==> config.mk <==
export PLATFORM = sky130hd
export DESIGN_NAME = ra
export DESIGN_NICKNAME = d
export VERILOG_FILES = /design/src/rtl/ra.sv
export SDC_FILE = /design/constraint.sdc
export NUM_CORES = 1
export LEC_CHECK = 0
export ABC_AREA = 1
export CORE_MARGIN = 2
export CORE_UTILIZATION = 30
export DETAILED_ROUTE_END_ITERATION = 8
export PLACE_DENSITY_LB_ADDON = 0.2
export SYNTH_ARGS = -nofsm -noshare
export SYNTH_HDL_FRONTEND = slang
export SYNTH_SLANG_ARGS = --single-unit
export TNS_END_PERCENT = 50
==> constraint.sdc <==
create_clock -name clk -period 1.4 [get_ports clk]
set_clock_uncertainty 0.1 [all_clocks]
set_input_delay 0.28 -clock clk [delete_from_list [all_inputs] [get_ports clk]]
set_output_delay 0.28 -clock clk [all_outputs]
set_load 0.1 [all_outputs]
==> src/rtl/ra.sv <==
// Register array: four 8-bit data registers plus a flags register, with a
// priority-muxed shared read port, a gated flags port and direct register views.
module ra (
    input  logic       clk,
    input  logic       rst,
    input  logic       I0,
    input  logic       I1,
    input  logic       I2,
    input  logic       I3,
    input  logic       E0,
    input  logic       E1,
    input  logic       E2,
    input  logic       E3,
    input  logic       IF,
    input  logic       EF,
    input  logic       IMUL,
    input  logic       IDIV,
    input  logic [7:0] Din,
    input  logic [7:0] DinA,
    input  logic [7:0] Flags_in,
    output logic [7:0] Dout0,
    output logic [7:0] Flags_out,
    output logic [7:0] DR0,
    output logic [7:0] DR1,
    output logic [7:0] DR2,
    output logic [7:0] DR3
);

    localparam int NUM_REGS = 4;

    logic [NUM_REGS-1:0][7:0] r_q, r_d;
    logic [7:0]               f_q, f_d;
    logic [NUM_REGS-1:0]      ld;
    logic                     wide_ld;

    assign ld      = {I3, I2, I1, I0};
    assign wide_ld = IMUL | IDIV;

    always_comb begin
        r_d = r_q;
        for (int i = 0; i < NUM_REGS; i++) begin
            if (ld[i]) r_d[i] = Din;
        end
        // Multiply/divide results occupy R0:R1 and take precedence over I0/I1.
        if (wide_ld) begin
            r_d[0] = Din;
            r_d[1] = DinA;
        end
        f_d = IF ? Flags_in : f_q;
    end

    always_ff @(posedge clk or posedge rst) begin
        if (rst) begin
            r_q <= '0;
            f_q <= '0;
        end else begin
            r_q <= r_d;
            f_q <= f_d;
        end
    end

    always_comb begin
        if (E0)      Dout0 = r_q[0];
        else if (E1) Dout0 = r_q[1];
        else if (E2) Dout0 = r_q[2];
        else if (E3) Dout0 = r_q[3];
        else         Dout0 = 8'h00;
    end

    assign Flags_out = EF ? f_q : 8'h00;
    assign DR0 = r_q[0];
    assign DR1 = r_q[1];
    assign DR2 = r_q[2];
    assign DR3 = r_q[3];

endmodule

==> results.json <==
{
  "grt_pass1_wl_um": 10800,
  "critical_path.top_delay_family": "flip-flops",
  "combPwrFrac_pct": 48.7,
  "mappedNetlistNets": 259,
  "detail_route.drc_violations": 0,
  "slew_viol_final": 0,
  "final_period_minus_worst_setup_slack_ns": 1.75,
  "cts_inserted_buffers": 5,
  "outcome": "finished with violations",
  "pwr-share-seq_pct": 30.0,
  "number_of_vias_in_the_routed_layout": 1991,
  "timing_worst_setup_path_type": "reg -> out",
  "sum_of_net_half_perimeters_after_detailed_placement_um": 4910,
  "cts_root_buffer": "clkbuf_8",
  "max-slew-margin-rel_pct": 73.6,
  "final_util_pct": 67.0,
  "crit_slowest_cell": "dfrtp_4",
  "drv_cap": 0,
  "flop_and_latch_count_out_of_synthesis": 40,
  "layout.cells.most_common": "buf_12",
  "achievable-frequency_ghz": 0.573,
  "power_report.internal_total_mw": 2.82,
  "worst_path_cell_trace": "a21oi_2 > nand2_1 > nand2_2 > nand2_8 > buf_12",
  "hold_path_class": "in -> async",
  "unrepaired_setup_endpoints_after_global_routing": "true",
  "share_clk_of_total_power_pct": 21.3,
  "core_area_mm2": 0.00639,
  "floorplan.die.height_um": 85.7,
  "mappedNetlistArea_mm2": 0.00200,
  "n_fill_cell": 478,
  "fp-row-count": 29,
  "cts_htree_levels": 2,
  "final_min_period_over_clock_period_pct": 125,
  "drt_wirelength_um": 6610,
  "syn_avg_cell_area_um2": 9.06,
  "timing.final.setup_violations": 26,
  "route.detailed.vias_per_inst": 4.79,
  "total_leakage_power_nw": 1.87,
  "endpoint_kind": "primary output",
  "dp_worst_setup_slack_ns": -0.529,
  "post_synth_inst_count": 221,
  "crit_path_max_fanout": 2,
  "first_pass_iteration_count_of_the_detailed_router": 4,
  "initial_core_util_pct": 31.3,
  "start_kind": "register",
  "total_power_mw": 4.75,
  "ctsLongestPathBuffers": 2,
  "area.growth.synth_to_final_pct": 114,
  "die_w_um": 85.7,
  "floorplan.io_pins": 86,
  "yosysWarningCount": 0,
  "failed_checks": "negative setup slack",
  "most_used_cells_in_the_layout_excluding_fill_and_tap_cells": "54 x buf_12, 53 x nand2_1, 32 x clkdlybuf4s50_1",
  "antenna_found_initial": 0,
  "timing.critical_path.buf_inv": 1,
  "design.die.area_mm2": 0.00734,
  "ys_seq_area_share_pct": 50.0,
  "wl_per_cell_um": 15.9,
  "vias_in_the_first_global_route": 2082,
  "global_route_usage_over_all_layers_pct": 19.3,
  "final_nets": 376,
  "numClockSinks": 40,
  "power.net_switching_mw": 1.93,
  "clock_pin_slew_worst_setup_and_hold_paths_ns": 0.08,
  "initialDrtViolationCount": 123,
  "clk-insertion-delay-late_ns": 0.29,
  "number_of_unique_standard_cell_types_used_by_synthesis": 16,
  "crit_path_max_incr_delay_ns": 0.49,
  "gp_congestion": 0.819,
  "power.ir.vdd_worst_uv": 694,
  "layout_setup_ws_ns": -0.346,
  "grt_overflow": 0,
  "hold_violation_count_in_the_final_report": 0,
  "measured_slew_at_the_worst_slew_check_pin_ns": 0.396,
  "pin_count_of_the_biggest_net_entering_global_routing": 41,
  "final-instance-count-excl-fill": 416,
  "antenna_violating_nets_post_route": 0,
  "power.density_cell_area_mw_per_mm2": 1110,
  "power.switching_fraction_pct": 40.5,
  "port_buffers": 85,
  "cp.required_ns": 1.02,
  "timing.critical_path.arrival_ns": 1.37,
  "numPlacedInstances": 400,
  "antennaDiodeCount": 0,
  "post_route_cells_drive_above_1_share_pct": 61.9,
  "tritoncts": "done"
}
Yosys cell counts:
| library cell | number | area (µm²) |
|---|---|---|
| nand2_2 | 2 | 12.5 |
| nor2_4 | 2 | 22.5 |
| inv_1 | 18 | 67.6 |
| a21oi_1 | 12 | 60.1 |
| clkbuf_1 | 2 | 7.51 |
| inv_2 | 2 | 7.51 |
| nand3_2 | 2 | 20.0 |
| nand3_1 | 30 | 150 |
| buf_2 | 6 | 30.0 |
| inv_4 | 1 | 6.26 |
| nand2_1 | 72 | 270 |
| mux2_2 | 24 | 270 |
| buf_6 | 3 | 33.8 |
| buf_4 | 1 | 7.51 |
| dfrtp_1 | 40 | 1000 |
| a21oi_2 | 4 | 35.0 |
power by group through the flow:
stage | clock (mW) | combinational, mW | sequential [mW]
4_1_cts | 1.02 | 2.29 | 1.42
3_5_place_dp | 0 | 2.22 | 1.44
3_3_place_gp | 0 | 2.20 | 1.44
5_1_grt | 1.08 | 2.40 | 1.44
2_1_floorplan | 0 | 0.689 | 2.04
6_report | 1.01 | 2.31 | 1.43
worst paths after layout:
| check | from | endpoint | slack, ns | cells past startpoint |
|---|---|---|---|---|
| min | rst | DR2[2] | 0.23 | 3 |
| min in group clk | f_q[7] | f_q[7] | 0.41 | 1 |
| max in group asynchronous | rst | DR1[5] | 0.74 | 3 |
| min reg2reg | f_q[7] | f_q[7] | 0.41 | 1 |
| max reg2reg | DR2[1] | DR2[1] | 0.21 | 3 |
| max | DR2[0] | Dout0[0] | -0.35 | 5 |
cell type report:
type / count / area (µm²) / share of cell area (%)
clock buffer: 6 / 82.6 / 1.93
tap: 77 / 96.3 / 2.25
timing repair buffer: 122 / 1800 / 42.1
multi-input combinational: 148 / 1060 / 24.8
inverter: 21 / 85.1 / 1.99
sequential: 40 / 1120 / 26.1
clock inverter: 2 / 38.8 / 0.906
routing by layer:
| layer | track usage, % | up-vias | wire [µm] |
|---|---|---|---|
| met5 | 0 | - | 0 |
| met4 | 6.93 | 0 | 153 |
| met3 | 4.33 | 13 | 390 |
| met2 | 30.6 | 68 | 3260 |
| met1 | 26.0 | 965 | 2810 |
| li1 | - | 945 | - |
flip-flops by register name (all words and copies together), names as in the netlist:
signal	count
DR0	8
DR3	8
DR2	8
DR1	8
f_q	8
cells by family (layout without fill, tap and decap cells):
group | Yosys count | in the layout | synth area share, %
compound gates | 16 | 16 | 4.75
buf+inv | 33 | 151 | 8.00
flops | 40 | 40 | 50.0
mux | 24 | 24 | 13.5
simple gates | 108 | 108 | 23.7
tightest hold or removal path: stages:
cell and delay (ns):
clkdlybuf4s50_1 0.40, inv_1 0.09, buf_12 0.23
stage by stage:
| stage | hold WS, ns | cell area (µm²) | setup TNS, ns |
|---|---|---|---|
| 2_1_floorplan | 0.290 | 2300 | -2.66 |
| 3_3_place_gp | 0.391 | 3950 | -8.00 |
| 3_5_place_dp | 0.396 | 3950 | -8.40 |
| 4_1_cts | 0.244 | 4220 | -3.65 |
| 5_1_grt | 0.287 | 4280 | -4.81 |
| 6_report | 0.229 | 4280 | -3.82 |
repair_timing:
item,4_1_cts,5_1_grt
pin swaps,3,7
cloned,2,0
resized for setup,31,19
setup endpoints to repair,32,34
setup buffers,2,8
hold endpoints to repair,0,0
hold buffers,0,0
Note: power is estimated with default switching activity, not from simulation.
